--- src/rtl/query_rx_pkg.sv ---
// Shared constants, FSM state encoding and field layout for the Query command receiver.
package query_rx_pkg;

  localparam logic [3:0] QUERY_CMD   = 4'b1000;
  localparam logic [4:0] QUERY_LEN   = 5'd22;
  localparam logic [4:0] CRC5_PRESET = 5'b01001;
  localparam logic [4:0] CRC5_POLY   = 5'b01001;

  typedef enum logic [1:0] {
    ST_IDLE,
    ST_RECV,
    ST_IGNORE,
    ST_CHECK
  } state_t;

  typedef struct packed {
    logic       dr;
    logic [1:0] m;
    logic       trext;
    logic [1:0] sel;
    logic [1:0] session;
    logic       target;
    logic [3:0] q;
  } query_fields_t;

endpackage

--- src/rtl/query_crc5.sv ---
// Serial CRC-5 (x^5+x^3+1) over the received bit stream; init has priority over en.
module query_crc5
  import query_rx_pkg::*;
(
  input  logic       clk,
  input  logic       reset_n,
  input  logic       init,
  input  logic       en,
  input  logic       bit_in,
  output logic [4:0] crc
);

  logic fb;

  always_comb begin
    fb = bit_in ^ crc[4];
  end

  always_ff @(posedge clk or negedge reset_n) begin
    if (!reset_n) begin
      crc <= CRC5_PRESET;
    end else if (init) begin
      crc <= CRC5_PRESET;
    end else if (en) begin
      crc <= {crc[3:0], 1'b0} ^ (fb ? CRC5_POLY : 5'b00000);
    end
  end

endmodule

--- src/rtl/query_rx.sv ---
// Query command receiver: collects a 22-bit frame, checks length and CRC-5, latches fields.
// Optional idle timeout enabled by defining QUERY_RX_TIMEOUT_EN.
module query_rx
  import query_rx_pkg::*;
#(
  parameter int unsigned TIMEOUT_CYCLES = 255
) (
  input  logic       clk,
  input  logic       reset_n,
  input  logic       frame_start,
  input  logic       bit_valid,
  input  logic       bit_in,
  input  logic       frame_end,
  output logic       busy,
  output logic       q_valid,
  output logic       crc_err,
  output logic       len_err,
  output logic       dr,
  output logic [1:0] m,
  output logic       trext,
  output logic [1:0] sel,
  output logic [1:0] session,
  output logic       target,
  output logic [3:0] q
);

  if (TIMEOUT_CYCLES < 1 || TIMEOUT_CYCLES > 255) begin : g_bad_timeout
    $error("query_rx: TIMEOUT_CYCLES must be in 1..255");
  end

  state_t        state, state_nx;
  logic [21:0]   sreg;
  logic [4:0]    cnt;
  logic [4:0]    crc;
  query_fields_t fields;
  logic          accept;
  logic [3:0]    cmd_nx;
  logic          bad_cmd;
  logic          len_ok;
  logic          frame_ok;
  logic          timeout;

  always_comb begin
    accept  = (state == ST_RECV) && bit_valid && !frame_start;
    cmd_nx  = {sreg[2:0], bit_in};
    bad_cmd = accept && (cnt == 5'd3) && (cmd_nx != QUERY_CMD);
    len_ok  = (cnt == QUERY_LEN);
    frame_ok = len_ok && (crc == 5'b00000) && (sreg[21:18] == QUERY_CMD);
  end

`ifdef QUERY_RX_TIMEOUT_EN
  localparam logic [7:0] TIMEOUT_LIM = 8'(TIMEOUT_CYCLES);
  logic [7:0] idle_cnt;

  always_ff @(posedge clk or negedge reset_n) begin
    if (!reset_n) begin
      idle_cnt <= '0;
    end else if (frame_start || bit_valid || !(state == ST_RECV || state == ST_IGNORE)) begin
      idle_cnt <= '0;
    end else if (idle_cnt != '1) begin
      idle_cnt <= idle_cnt + 8'd1;
    end
  end

  always_comb begin
    timeout = (state == ST_RECV || state == ST_IGNORE) && (idle_cnt == TIMEOUT_LIM);
  end
`else
  always_comb begin
    timeout = 1'b0;
  end
`endif

  query_crc5 u_crc (
    .clk     (clk),
    .reset_n (reset_n),
    .init    (frame_start),
    .en      (accept),
    .bit_in  (bit_in),
    .crc     (crc)
  );

  always_ff @(posedge clk or negedge reset_n) begin
    if (!reset_n) begin
      state <= ST_IDLE;
    end else begin
      state <= state_nx;
    end
  end

  always_comb begin
    state_nx = state;
    if (frame_start) begin
      state_nx = ST_RECV;
    end else if (timeout) begin
      state_nx = ST_IDLE;
    end else begin
      unique case (state)
        ST_IDLE:   state_nx = ST_IDLE;
        // A wrong opcode arriving together with frame_end has nothing left to drop.
        ST_RECV: begin
          if (bad_cmd)        state_nx = frame_end ? ST_IDLE : ST_IGNORE;
          else if (frame_end) state_nx = ST_CHECK;
        end
        ST_IGNORE: if (frame_end) state_nx = ST_IDLE;
        ST_CHECK:  state_nx = ST_IDLE;
        default:   state_nx = ST_IDLE;
      endcase
    end
  end

  always_comb begin
    busy    = (state == ST_RECV) || (state == ST_IGNORE);
    q_valid = (state == ST_CHECK) && frame_ok;
    crc_err = (state == ST_CHECK) && len_ok && !frame_ok;
    len_err = ((state == ST_CHECK) && !len_ok) || ((state == ST_RECV) && timeout);
  end

  always_ff @(posedge clk or negedge reset_n) begin
    if (!reset_n) begin
      cnt  <= '0;
      sreg <= '0;
    end else if (frame_start) begin
      cnt <= '0;
    end else if (accept) begin
      sreg <= {sreg[20:0], bit_in};
      if (cnt != 5'd31) cnt <= cnt + 5'd1;
    end
  end

  always_ff @(posedge clk or negedge reset_n) begin
    if (!reset_n) begin
      fields <= '0;
    end else if (state == ST_CHECK && frame_ok) begin
      fields <= query_fields_t'(sreg[17:5]);
    end
  end

  always_comb begin
    dr      = fields.dr;
    m       = fields.m;
    trext   = fields.trext;
    sel     = fields.sel;
    session = fields.session;
    target  = fields.target;
    q       = fields.q;
  end

endmodule

--- config.mk ---
export PLATFORM = sky130hd
export DESIGN_NAME = query_rx
export DESIGN_NICKNAME = d
export VERILOG_FILES = /design/src/rtl/query_rx_pkg.sv /design/src/rtl/query_crc5.sv /design/src/rtl/query_rx.sv
export SDC_FILE = /design/constraint.sdc
export NUM_CORES = 1
export LEC_CHECK = 0
export CORE_ASPECT_RATIO = 1.75
export CORE_MARGIN = 8
export CORE_UTILIZATION = 45
export DETAILED_ROUTE_END_ITERATION = 16
export PLACE_DENSITY = 0.66
export SYNTH_ARGS = -nofsm -noshare
export SYNTH_HDL_FRONTEND = slang
export SYNTH_HIERARCHICAL = 1
export SYNTH_SLANG_ARGS = --single-unit
--- constraint.sdc ---
create_clock -name clk -period 2.12 [get_ports clk]
set_input_delay 0.424 -clock clk [delete_from_list [all_inputs] [get_ports clk]]
set_output_delay 0.424 -clock clk [all_outputs]
set_load 0.03 [all_outputs]
==> impl_metrics.yaml, run 1 <==
synth:
  synth-seq-cells: 47
  synth_ff_type: "dfrtp_1"
  yosysSeqAreaShare_pct: 55.77
  ys_warn_count: 6
  async_flop_share_pct: 100.0
  yosys.cell_types.count: 33
  synthesis.nets: 160
  postSynthCellCount: 148
  syn-mean-instance-area_sq_um: 14.28
  netlist_area_sq_um: 2113
  synth_edf_count: 0
pwr:
  p_per_area_nw_per_um2: 733.9
  ir_worst_vdd_uv: 593.9
  power.leakage_nw: 1.283
outcome:
  status: "finished, violations left"
  violations: "setup timing"
route:
  highest_layer: "met4"
  route.met3.wl_microns: 179
  drc: 0
  ant_nets: 0
  drt_iter0_drc: 19
  dr.pass1.iters: 4
  via_count: 1326
  wl_met2_microns: 2281
  drt-total-wl_microns: 4084
  routedLengthMet1_microns: 1553
  viasPerCell: 5.325
  routedWlPerCell_microns: 16.40
clocking:
  cts_buffers: 5
  cts_tree: "yes"
  clkTransAtPathRegs_ps: 80
  worstSkewPairLatency_ps: 300
  ctsLongestPathBuffers: 2
  root_buffer: "clkbuf_8"
  cts_sinks: 47
  cts_htree_levels: 2
sta:
  fin_ws_ps: -171.6
  finalCritPeriodShare_pct: 108.1
  min_period_ps: 2292
  tightestPinTransition_ps: 577.3
  rsz0062_at_grt: "true"
  hold_viol_final: 0
  maxSlewHeadroom_pct: 61.51
  tns_ps: -1034
  slew_violations: 0
  holdWs_ps: 204.1
  fin_skew_ps: 6.053
  setup_viol: 15
  fmax_ghz: 0.4364
place:
  dpl.hpwl_microns: 2895
  io_buffers: 22
  gp_congestion: 0.7519
  dpl_worst_slack_ps: -112.3
  placed_cell_area_sq_um: 2490
global_routing:
  grt_pass1_wl_microns: 6534
  grt_pass1_vias: 1431
  grt-ovfl-total: 0
  grt_max_degree: 48
  antenna_found_initial: 0
  track_usage_pct: 11.84
critical_path:
  reg2reg_slack_ps: -70
  cp_top_family: "simple AND/OR/NAND/NOR gates"
  path_buf_inv: 2
  max_stage_delay_ps: 470
  arrival_ps: 1870
  cp_cell_sequence: "ha_2 -> or4b_4 -> nor4_4 -> buf_4 -> buf_6"
  start_kind: "flip-flop"
  r2r-start: "state[0]"
  r2r_end: "dr"
  cp_slowest_cell: "or4b_4"
  r2r_cells: 8
  crit_type: "reg -> out"
  end_kind: "output pin"
  cp_num_cells: 5
  critPathRequiredTime_ps: 1700
  cp_max_fo: 3
layout:
  nets: 208
  nFillCells: 420
  seqCellArea_sq_um: 1179
  area_growth_pct: 26.47
  stdcell_area_sq_um: 2673
  multiInputGateArea_sq_um: 900.9
  drive_gt1_share_pct: 39.09
  utilization_pct: 57.79
  n_antenna_cell: 0
die:
  core_sq_um: 4624
  die_x_microns: 67.80
  num_rows: 33
  die_h_microns: 106.7
  start_util_pct: 45.70
  dieArea_sq_um: 7231
  io_pins: 23
worst_hold_path:
  hp-class: "in -> async"
flow_run:
  drv_cap: 0
[flip-flops by register name (all words and copies together), names as in the netlist, 2 cells and up]
signal / cells
cnt: 5
m: 2
q: 4
sel: 2
session: 2
sreg: 22
state: 2
u_crc/crc: 5
[worst max-delay path by stage]
stage | start | end
3_3_place_gp | u_crc/crc[2] | crc_err
5_1_grt | state[0] | q_valid
2_1_floorplan | u_crc/crc[2] | dr
3_5_place_dp | u_crc/crc[2] | crc_err
4_1_cts | sreg[18] | crc_err
6_report | state[0] | q_valid
[placed cells by master, fill, tap and decap left out, types with 2 or more instances in the layout]
cell             instances
a21oi_1                  2
nor2_1                   7
dfrtp_1                 45
inv_1                    7
xor2_1                   2
ha_1                     5
clkdlybuf4s50_1         17
mux2i_1                  7
mux2_4                  13
or3_1                    3
dfstp_2                  2
nor2b_1                  3
a211o_1                  2
clkbuf_1                 2
nand4b_1                 2
buf_6                    3
o21ai_0                  3
clkbuf_8                 5
buf_4                   20
mux2_2                  22
nand3b_1                 2
[synth_stat cells (2+ instances only)]
cell type,instances,area share [%]
a211o_1,2,0.83
nor2_1,7,1.2
nor2b_1,3,0.89
ha_1,6,3.6
a21oi_1,2,0.47
buf_2,3,0.71
mux2i_1,7,3.3
nand3b_1,2,0.71
dfrtp_1,45,53
xor2_1,2,0.83
mux2_2,26,14
o21ai_0,3,0.71
dfstp_2,2,2.5
nand4b_1,2,0.83
inv_1,7,1.2
nor3_1,2,0.47
or3_1,3,0.89
mux2_4,9,6.4
[where the power goes]
part | internal (mW) | total [mW] | switching, mW
clock network | 0.232 | 0.511 | 0.279
logic | 0.199 | 0.348 | 0.148
registers | 1.02 | 1.10 | 0.0817
total | 1.45 | 1.96 | 0.510
[per-layer routing]
layer,vias to the layer above,track usage [%]
met5,-,0
met4,0,5.744
met3,4,3.027
met2,25,21.51
met1,680,11.77
li1,617,-
[cells by family (layout without fill, tap and decap cells)]
kind of cell             after synthesis  after routing  share of synthesized area (%)
AND/OR/NAND/NOR                       29             29                          9.474
multiplexers                          42             42                          23.56
AO/OA/AOI/OAI                          8              8                          2.428
XOR/XNOR                               4              4                          2.368
buffers and inverters                 12             61                          2.842
adder cells (fa/ha/maj)                6              6                          3.552
flip-flops                            47             47                          55.77
[metrics by stage]
stage	cells	power, mW
2_1_floorplan	148	1.319
5_1_grt	249	2.059
3_3_place_gp	233	1.427
6_report	249	1.961
3_5_place_dp	233	1.456
4_1_cts	245	1.970
[final cells by class]
class | count | area share (%)
well taps | 52 | 2.434
clock buffers | 7 | 2.856
repair buffers | 46 | 15.73
inverters | 7 | 0.9831
clock inverters | 1 | 0.1873
flip-flops and latches | 47 | 44.10
multi-input cells | 89 | 33.71
[what timing repair did]
item / in CTS / in global routing
resized for setup: 9 / 12
hold buffers: 0 / 0
setup endpoints to repair: 4 / 16
cloned: 0 / 0
pin swaps: 2 / 4
setup buffers: 4 / 4
No activity file was read; power rests on OpenSTA's default activity.
==> inputs of run 2 (changes only) <==
CORE_MARGIN = 4   (was 8)
==> impl_metrics.yaml, run 2 (synthesis gave the netlist of run 1 again) <==
outcome:
  status: "finished, violations left"
  violations: "setup timing"
clocking:
  cts_sinks: 47
  ctsLongestPathBuffers: 2
  cts_htree_levels: 2
  cts_tree: "yes"
  cts_buffers: 5
  clkTransAtPathRegs_ps: 80
  worstSkewPairLatency_ps: 290
  root_buffer: "clkbuf_8"
global_routing:
  track_usage_pct: 16.10
  grt-ovfl-total: 0
  grt_pass1_wl_microns: 7217
  antenna_found_initial: 0
  grt_max_degree: 48
  grt_pass1_vias: 1512
route:
  viasPerCell: 5.344
  routedWlPerCell_microns: 16.11
  drc: 0
  drt-total-wl_microns: 3882
  dr.pass1.iters: 4
  drt_iter0_drc: 22
  via_count: 1288
  ant_nets: 0
critical_path:
  arrival_ps: 1790
  start_kind: "flip-flop"
  cp_cell_sequence: "or4_4 -> nor4_4 -> buf_4"
  cp_slowest_cell: "or4_4"
  critPathRequiredTime_ps: 1700
  crit_type: "reg -> out"
  cp_max_fo: 2
  end_kind: "output pin"
  max_stage_delay_ps: 560
sta:
  rsz0062_at_grt: "true"
  holdWs_ps: 95.82
  maxSlewHeadroom_pct: 78.31
  finalCritPeriodShare_pct: 104.6
  slew_violations: 0
  setup_viol: 1
  tns_ps: -96.63
  fmax_ghz: 0.4511
  tightestPinTransition_ps: 320.8
  fin_ws_ps: -96.63
  hold_viol_final: 0
  min_period_ps: 2217
  fin_skew_ps: 7.097
die:
  core_sq_um: 4484
  die_x_microns: 59.80
  start_util_pct: 47.13
  die_h_microns: 98.66
  num_rows: 32
  io_pins: 23
  dieArea_sq_um: 5900
layout:
  final_cells: 241
  top_register: "sreg"
  drive_gt1_share_pct: 37.37
  n_antenna_cell: 0
  final_cell_mix: "45 x dfrtp_1, 22 x mux2_2, 17 x clkdlybuf4s50_1"
  nets: 202
  final_common_cell: "dfrtp_1"
  largest_reg_flops: 22
  utilization_pct: 58.84
  nFillCells: 388
  reg.largest.list: "sreg: 22 flops, cnt: 5 flops, u_crc/crc: 5 flops"
  area_growth_pct: 24.87
place:
  gp_congestion: 0.7300
  placed_cells: 231
  io_buffers: 22
  dpl.hpwl_microns: 2944
worst_hold_path:
  hp-class: "in -> async"
pwr:
  power.leakage_nw: 1.263
  finalPower_mw: 2.063
  ir_worst_vdd_uv: 669.7
  p_per_area_nw_per_um2: 781.8
flow_run:
  drv_cap: 0
[run 2: cell count changes in the layout (fill, tap and decap cells not counted)]
cell             delta
clkdlybuf4s15_2     -1
clkinv_2            -1
buf_4               -4
clkbuf_1            -1
dlygate4sd2_1       +1
bufinv_16           +1
clkdlybuf4s15_1     -1
buf_6               -1
[run 2: final timing paths]
path	startpoint	to	slack (ps)	cells past startpoint
worst max-delay path	u_crc/crc[2]	q_valid	-100	3
worst min-delay path	reset_n	trext	100	2
worst max register to register	u_crc/crc[2]	dr	70	6
worst min register to register	sreg[21]	sreg[21]	500	1
max in group asynchronous	reset_n	u_crc/crc[0]	1750	2
min in group clk	sreg[21]	sreg[21]	500	1
[run 2: critical path, delay by kind of cell (launching register included)]
family	cells	cell delay, ps
DFF	1	380
buffers and inverters	1	220
and+or+nand+nor	2	890
[run 2: power by group]
| part | internal [mW] | switching (mW) | total [mW] |
|---|---|---|---|
| clock | 0.346 | 0.278 | 0.624 |
| sequential | 1.02 | 0.0864 | 1.11 |
| combinational | 0.186 | 0.146 | 0.332 |
| total | 1.55 | 0.510 | 2.06 |
[run 2: cell type report]
| cell class | count | area (sq um) | share of cell area (%) |
|---|---|---|---|
| clock buffers | 6 | 72.57 | 2.750 |
| clock inverters | 1 | 30.03 | 1.138 |
| inverters | 7 | 26.28 | 0.9957 |
| multi-input cells | 89 | 900.9 | 34.14 |
| flip-flops and latches | 47 | 1179 | 44.67 |
| well taps | 51 | 63.81 | 2.418 |
| repair buffers | 40 | 366.6 | 13.89 |
[run 2: repair_timing]
item                       CTS  global route
buffers inserted             3             0
hold buffers                 0             0
gates cloned                 0             0
pin swaps                    2             1
setup endpoints to repair    8            16
resized for setup           16             6
[run 2: through the flow]
step	area (sq um)	setup slack (ps)
floorplan	2113	134.0
global placement	2481	-98.95
detailed placement	2481	-85.65
CTS	2641	-190.9
global route	2639	-158.6
finish	2639	-96.63
[run 2: layer usage]
layer / wire length (microns) / part of all wire (%) / GRT usage [%] / vias to the layer above
li1: - / - / - / 610
met4: 57 / 1.5 / 4.608 / 0
met2: 2284 / 59 / 29.42 / 21
met1: 1411 / 36 / 17.65 / 651
met5: 0 / 0 / 0 / -
met3: 128 / 3.3 / 3.801 / 6
